`src/rtl/alu_share_arbiter.sv`:
```
// ---------------------------------------------------------------------------
// alu_share_arbiter
//   Shares one combinational 32-bit ALU between two requesters
//   (0 = execute stage, 1 = address/branch helper) using a three-state
//   IDLE -> EXEC -> RESP sequencer with round-robin tie breaking.
//
// Parameters
//   FIRST_PRIO   requester that wins the first tie after reset
//
// Ports
//   clk, rst                       clock, synchronous active-high reset
//   reqN_valid / reqN_ready        request handshake (ready only in IDLE)
//   reqN_control/src1/src2         one-hot op and operands
//   rspN_valid / rspN_ready        response handshake
//   rspN_result / rspN_err         registered result and op-error flag
//   alu_control/src1/src2          registered drive to the shared ALU
//   alu_result                     combinational result from the ALU
//
// Build option
//   ALU_ONEHOT_CHK_EN  when defined, a non-one-hot control is suppressed
//                      (ALU sees control 0) and answered with result 0 and
//                      err=1. When undefined, control passes through and
//                      rspN_err is tied to 0.
// ---------------------------------------------------------------------------
module alu_share_arbiter #(
  parameter bit FIRST_PRIO = 1'b0
) (
  input  logic        clk,
  input  logic        rst,

  input  logic        req0_valid,
  output logic        req0_ready,
  input  logic [15:0] req0_control,
  input  logic [31:0] req0_src1,
  input  logic [31:0] req0_src2,
  output logic        rsp0_valid,
  input  logic        rsp0_ready,
  output logic [31:0] rsp0_result,
  output logic        rsp0_err,

  input  logic        req1_valid,
  output logic        req1_ready,
  input  logic [15:0] req1_control,
  input  logic [31:0] req1_src1,
  input  logic [31:0] req1_src2,
  output logic        rsp1_valid,
  input  logic        rsp1_ready,
  output logic [31:0] rsp1_result,
  output logic        rsp1_err,

  output logic [15:0] alu_control,
  output logic [31:0] alu_src1,
  output logic [31:0] alu_src2,
  input  logic [31:0] alu_result
);

  typedef enum logic [1:0] {
    S_IDLE,
    S_EXEC,
    S_RESP
  } state_t;

  state_t      state;
  logic        last_grant;
  logic        gnt_q;
  logic        rsp_valid_q;
  logic [15:0] alu_control_q;
  logic [31:0] src1_q;
  logic [31:0] src2_q;
  logic [31:0] result_q;

  logic        grant;
  logic        accept;
  logic [15:0] sel_control;
  logic [31:0] sel_src1;
  logic [31:0] sel_src2;
  logic        sel_bad;
  logic        rsp_taken;

`ifdef ALU_ONEHOT_CHK_EN
  logic        bad_q;
  logic        err_q;

  function automatic logic is_onehot(input logic [15:0] c);
    return (c != '0) && ((c & (c - 16'd1)) == '0);
  endfunction
`endif

  // Grant: lone valid requester wins; on a tie, the one not served last.
  always_comb begin
    grant = 1'b0;
    if (req0_valid && req1_valid) begin
      grant = ~last_grant;
    end else if (req1_valid) begin
      grant = 1'b1;
    end
    accept      = (state == S_IDLE) && (req0_valid || req1_valid);
    req0_ready  = accept && !grant;
    req1_ready  = accept && grant;
    sel_control = grant ? req1_control : req0_control;
    sel_src1    = grant ? req1_src1    : req0_src1;
    sel_src2    = grant ? req1_src2    : req0_src2;
`ifdef ALU_ONEHOT_CHK_EN
    sel_bad     = !is_onehot(sel_control);
`else
    sel_bad     = 1'b0;
`endif
    // Only the granted requester's rsp_ready can complete the response.
    rsp_taken   = gnt_q ? rsp1_ready : rsp0_ready;
  end

  always_ff @(posedge clk) begin
    if (rst) begin
      state         <= S_IDLE;
      last_grant    <= ~FIRST_PRIO;
      gnt_q         <= 1'b0;
      rsp_valid_q   <= 1'b0;
      alu_control_q <= '0;
      src1_q        <= '0;
      src2_q        <= '0;
      result_q      <= '0;
`ifdef ALU_ONEHOT_CHK_EN
      bad_q         <= 1'b0;
      err_q         <= 1'b0;
`endif
    end else begin
      case (state)
        S_IDLE: begin
          if (accept) begin
            // The control register doubles as the ALU drive: it is loaded
            // here so it is live exactly during EXEC and cleared on leaving.
            alu_control_q <= sel_bad ? '0 : sel_control;
            src1_q        <= sel_src1;
            src2_q        <= sel_src2;
            gnt_q         <= grant;
`ifdef ALU_ONEHOT_CHK_EN
            bad_q         <= sel_bad;
`endif
            state         <= S_EXEC;
          end
        end
        S_EXEC: begin
          result_q      <= sel_bad_exec() ? '0 : alu_result;
`ifdef ALU_ONEHOT_CHK_EN
          err_q         <= bad_q;
`endif
          alu_control_q <= '0;
          rsp_valid_q   <= 1'b1;
          state         <= S_RESP;
        end
        S_RESP: begin
          if (rsp_taken) begin
            rsp_valid_q <= 1'b0;
            last_grant  <= gnt_q;
            state       <= S_IDLE;
          end
        end
        default: state <= S_IDLE;
      endcase
    end
  end

  function automatic logic sel_bad_exec();
`ifdef ALU_ONEHOT_CHK_EN
    return bad_q;
`else
    return 1'b0;
`endif
  endfunction

  assign alu_control = alu_control_q;
  assign alu_src1    = src1_q;
  assign alu_src2    = src2_q;

  assign rsp0_valid  = rsp_valid_q && !gnt_q;
  assign rsp1_valid  = rsp_valid_q && gnt_q;
  assign rsp0_result = result_q;
  assign rsp1_result = result_q;

`ifdef ALU_ONEHOT_CHK_EN
  assign rsp0_err    = err_q;
  assign rsp1_err    = err_q;
`else
  assign rsp0_err    = 1'b0;
  assign rsp1_err    = 1'b0;
`endif

endmodule

```
`config.mk`:
```
export PLATFORM = sky130hd
export DESIGN_NAME = alu_share_arbiter
export DESIGN_NICKNAME = d
export VERILOG_FILES = /design/src/rtl/alu_share_arbiter.sv
export SDC_FILE = /design/constraint.sdc
export NUM_CORES = 1
export LEC_CHECK = 0
export CORE_AREA = 3 3 135 137
export CTS_CLUSTER_SIZE = 16
export DETAILED_ROUTE_END_ITERATION = 16
export DIE_AREA = 0 0 138 140
export MAX_ROUTING_LAYER = met4
export PLACE_DENSITY = 0.76
export SYNTH_ARGS = -nofsm -noshare
export SYNTH_HDL_FRONTEND = slang
export SYNTH_SLANG_ARGS = --single-unit
```
`constraint.sdc`:
```
create_clock -name clk -period 1.44 [get_ports clk]
set_input_delay 0.288 -clock clk [delete_from_list [all_inputs] [get_ports clk]]
set_output_delay 0.288 -clock clk [all_outputs]
set_load 0.02 [all_outputs]
```
### Word level (Yosys, flattened, before mapping)

Cells that the tools add are included.

* eq/ne operators: 4
* muxes and demuxes: 13
* reduce and logical (&&, ||, !) cells: 17
* bitwise logic cells: 1

Operators with widths (count)
* 32-bit 2-to-1 mux: 2
* 16-bit 2-to-1 mux: 2
* 16-bit case mux with 2 select lines: 1
* 2-bit AND reduction: 5
* 1-bit logical AND: 6
* 2-bit case mux with 3 select lines: 1
* 1-bit 2-to-1 mux: 4
* 2-bit 2-to-1 mux: 2
* 2-bit inequality test, second input constant: 2
* 2-bit nonzero test: 2
* 2-bit by 1-bit equality test with 1-bit output, second input constant: 1
* 2-bit equality test, second input constant: 1
* 1-bit zero test: 2
* 2-bit zero test: 1
* 1-bit case mux with 2 select lines: 1
* 1-bit logical OR: 1
* 1-bit NOT: 1

* register bits: 117
* output and inout port bits: 150
* word-level logic and storage cells: 43

### Longest topological paths before layout

* word-level depth: 5
* mapped depth: 6
* depth with buffers taken out: 3

### Worst setup path before layout

OpenSTA, ideal clock, no wires.

* path type: reg-to-reg
* start: register last_grant
* end: register gnt_q
* library setup time: 59 ps
* cell stages (with the launch flop): 5
* arrival time: 1382 ps
* buffers on the path: 1
* setup slack: -1 ps
* cell sequence: dfxtp_1 a21bo_2 buf_4 nor3_1 o21ba_2

* cells in the longest elaborated chain, start to end: 2

RTL lines
* start: declaration: line 64 `logic last_grant;`
* start signal: assignment: line 115 `last_grant <= ~FIRST_PRIO;`
* start signal: assignment: line 154 `last_grant <= gnt_q;`
* 1-bit NOT: line 93 `grant = ~last_grant;`
* 1-bit 2-to-1 mux: line 92 `if (req0_valid && req1_valid) begin`
* end signal: assignment: line 135 `gnt_q <= grant;`
* end: declaration: line 65 `logic gnt_q;`

Every way passes these cells.
A chain may end at the register's enable or synchronous reset.

### Worst setup path after layout

* start: register last_grant
* end: output port req1_ready

* cells in the longest elaborated chain, start to end: 3

RTL lines
* 1-bit NOT: line 93
* 1-bit 2-to-1 mux: line 92
* 1-bit logical AND: line 99 `req1_ready = accept && grant;`
* end: declaration: line 42 `output logic req1_ready,`

Every way passes these cells.

==> results.sh <==
export IMPL_viasPerCell=4.974
export IMPL_cts_buffers=17
export IMPL_synthCells=624
export IMPL_die_w_um=138
export IMPL_die_h_um=140
export IMPL_utilization=0.5793
export IMPL_synth_top_flop_cell="dfxtp_1"
export IMPL_drc=0
export IMPL_leakage_nw=4.129
export IMPL_p_per_area_mw_per_mm2=1209
export IMPL_crit_fanout=3
export IMPL_io_pins=348
export IMPL_ys_async_sr_fraction=0
export IMPL_multi_input_area_mm2=0.002793
export IMPL_cts_tree="built"
export IMPL_cts_root_buf="clkbuf_16"
export IMPL_finalHoldViolCount=0
export IMPL_antennaDiodeCount=0
export IMPL_violations="setup timing"
export IMPL_rows=48
export IMPL_fmax_mhz=652.4
export IMPL_nFillCells=1525
export IMPL_clock_latency_ns=0.41
export IMPL_ys_seq_area_frac=0.4211
export IMPL_synth_top_area_share=0.4211
export IMPL_cts_max_path_buffers=2
export IMPL_ys_ff_latch=117
export IMPL_yosysWarnings=0
export IMPL_ant_nets=0
export IMPL_clk_pin_slew_worst_paths_ns=0.05
export IMPL_grt_overflow=0
export IMPL_synthToLayoutAreaGrowth_pct=78.90
export IMPL_drtIter0Drc=231
export IMPL_yosys_top_cells_count="nand2_1, dfxtp_1, a21oi_1"
export IMPL_grt_setup_unrepaired="yes"
export IMPL_grt_pass1_vias=5693
export IMPL_io_buffers=345
export IMPL_final_max_slew_viol_count=0
export IMPL_floorplan_die_area_mm2=0.01932
export IMPL_period_minus_slack_ns=1.533
export IMPL_status="finished with violations"
export IMPL_grtUsageTotal=0.2102
export IMPL_synth_edff_count=0
export IMPL_seqCellArea_mm2=0.002350
export IMPL_synthDistinctLibCells=32
export IMPL_dpl_cell_area_mm2=0.009106
export IMPL_drt_pass1_iterations=5
export IMPL_synth_most_common_cell="nand2_1"
export IMPL_synth_area_leaders="dfxtp_1, a311oi_2, nand2_1, a21oi_1, buf_4"
export IMPL_maxCapViolCount=0
export IMPL_antenna_found_initial=0
export IMPL_end_kind="primary output"
export IMPL_arrival_ns=1.24
export IMPL_layout_drive_gt1_share=0.1915
export IMPL_vias=5819
export IMPL_postLayoutCellArea_mm2=0.009950
export IMPL_worstPathRequired_ns=1.15
export IMPL_htree_levels=4
export IMPL_start_util=0.3238
export IMPL_wl_per_cell_um=18.31
export IMPL_routabilityCongestion=0.8078
export IMPL_hold_class="input port to flop"
export IMPL_place_hpwl_um=14680
export IMPL_skew_ns=0.009434
export IMPL_cp_start_kind="flop"
export IMPL_yosysTopAreaCell="dfxtp_1"
export IMPL_crit_type="flop to primary output"
export IMPL_worst_slack_ns=-0.09282
export IMPL_grt_max_degree=61
export IMPL_setup_viol=18
export IMPL_grt_first_pass_wirelength_um=31370
export IMPL_mappedNetlistArea_mm2=0.005562
export IMPL_nets=1131
export IMPL_core_area_mm2=0.01718
export IMPL_vdd_ir_drop_max_uv=762.9
export IMPL_wl_um=21420
export IMPL_period_share=1.064
export IMPL_postSynthAreaPerCell_um2=8.913
export IMPL_numClockSinks=117
-- layout make-up --
class                           count  share of cell area
Timing Repair Buffer              381              0.3859
Multi-Input combinational cell    412              0.2807
Sequential cell                   117              0.2362
Clock buffer                       19             0.04452
Tap cell                          225             0.02829
Clock inverter                     12             0.02289
Inverter                            4            0.001509
-- final timing paths --
path | depth (start not counted) | slack [ns] | start | endpoint
setup / recovery | 3 | -0.09 | last_grant | req1_ready
hold / removal | 3 | 0.36 | rst | state[1]
setup reg to reg | 6 | -0.06 | state[0] | alu_control[8]
hold reg to reg | 1 | 0.47 | alu_control[7] | alu_control[7]
-- where the power goes --
part	internal [W]	switching (W)	leakage, nW
Combinational	0.00161	0.00178	2.84
Sequential	0.00359	0.000205	0.967
Clock	0.00329	0.00155	0.323
-- what timing repair did --
| item | CTS | global route |
|---|---|---|
| hold buffers | 0 | 0 |
| gates resized for setup | 201 | 90 |
| gates cloned | 1 | 3 |
| endpoints found under the setup margin | 227 | 114 |
| buffers inserted | 0 | 3 |
| pin swaps | 2 | 4 |
-- worst max-delay path: stages, from the launching register on --
cell and delay (ns):
dfxtp_2 0.32, a21bo_4 0.23, nor3_4 0.14, buf_6 0.15
-- routing by layer --
metal	GRT usage	part of all wire
met3	0.06111	0.073
met4	0.06500	0.020
met5	-	0
met1	0.2469	0.41
met2	0.3494	0.50
-- per-stage QoR --
| stage | worst slack (ns) | TNS, ns | instances | total power (W) | hold slack [ns] |
|---|---|---|---|---|---|
| final | -0.09282 | -0.8659 | 1170 | 0.01203 | 0.3566 |
| after CTS | -0.1466 | -1.468 | 1164 | 0.01200 | 0.3267 |
| after floorplan | 0.0004070 | 0 | 625 | 0.005649 | 0.4240 |
| after detailed placement | -0.7317 | -47.55 | 1132 | 0.007318 | 0.4456 |
| after global placement | -0.6971 | -45.60 | 1132 | 0.007276 | 0.4456 |
| after global routing | -0.1342 | -2.829 | 1170 | 0.01255 | 0.3440 |
-- flip-flops by register name (all words and copies together), names as in the netlist --
signal       flops
gnt_q            1
rsp_valid_q      1
rsp0_result     32
alu_src1        32
state            2
last_grant       1
alu_src2        32
alu_control     16
-- layout by cell type (no fill, tap or decap), types with 2 or more instances in the layout --
master / netlist / layout
clkinv_4: 0 / 4
conb_1: 1 / 2
nor2_1: 2 / 2
dlygate4sd2_1: 0 / 81
clkdlybuf4s50_1: 0 / 194
clkbuf_2: 0 / 12
inv_1: 4 / 4
a311oi_1: 4 / 4
dfxtp_1: 117 / 113
clkbuf_16: 0 / 20
mux2i_1: 17 / 17
a311oi_2: 60 / 60
dfxtp_2: 0 / 3
o2bb2ai_2: 0 / 15
clkdlybuf4s15_2: 0 / 6
nand2_1: 192 / 192
buf_8: 0 / 2
a21oi_1: 99 / 99
bufinv_16: 0 / 6
clkdlybuf4s15_1: 0 / 46
buf_4: 36 / 16
buf_12: 0 / 11
nand3b_1: 2 / 2
buf_6: 8 / 6
buf_16: 0 / 3
-- logic make-up (layout without fill, tap and decap cells) --
group / after synthesis / in the layout / synth area share
AND/OR/NAND/NOR: 206 / 206 / 0.1460
AO/OA/AOI/OAI: 187 / 187 / 0.2956
flip-flops: 117 / 117 / 0.4211
buffers and inverters: 96 / 416 / 0.1060
multiplexers: 17 / 17 / 0.03060
other: 1 / 2 / 0.0006743
Note: power is estimated with default switching activity, not from simulation.
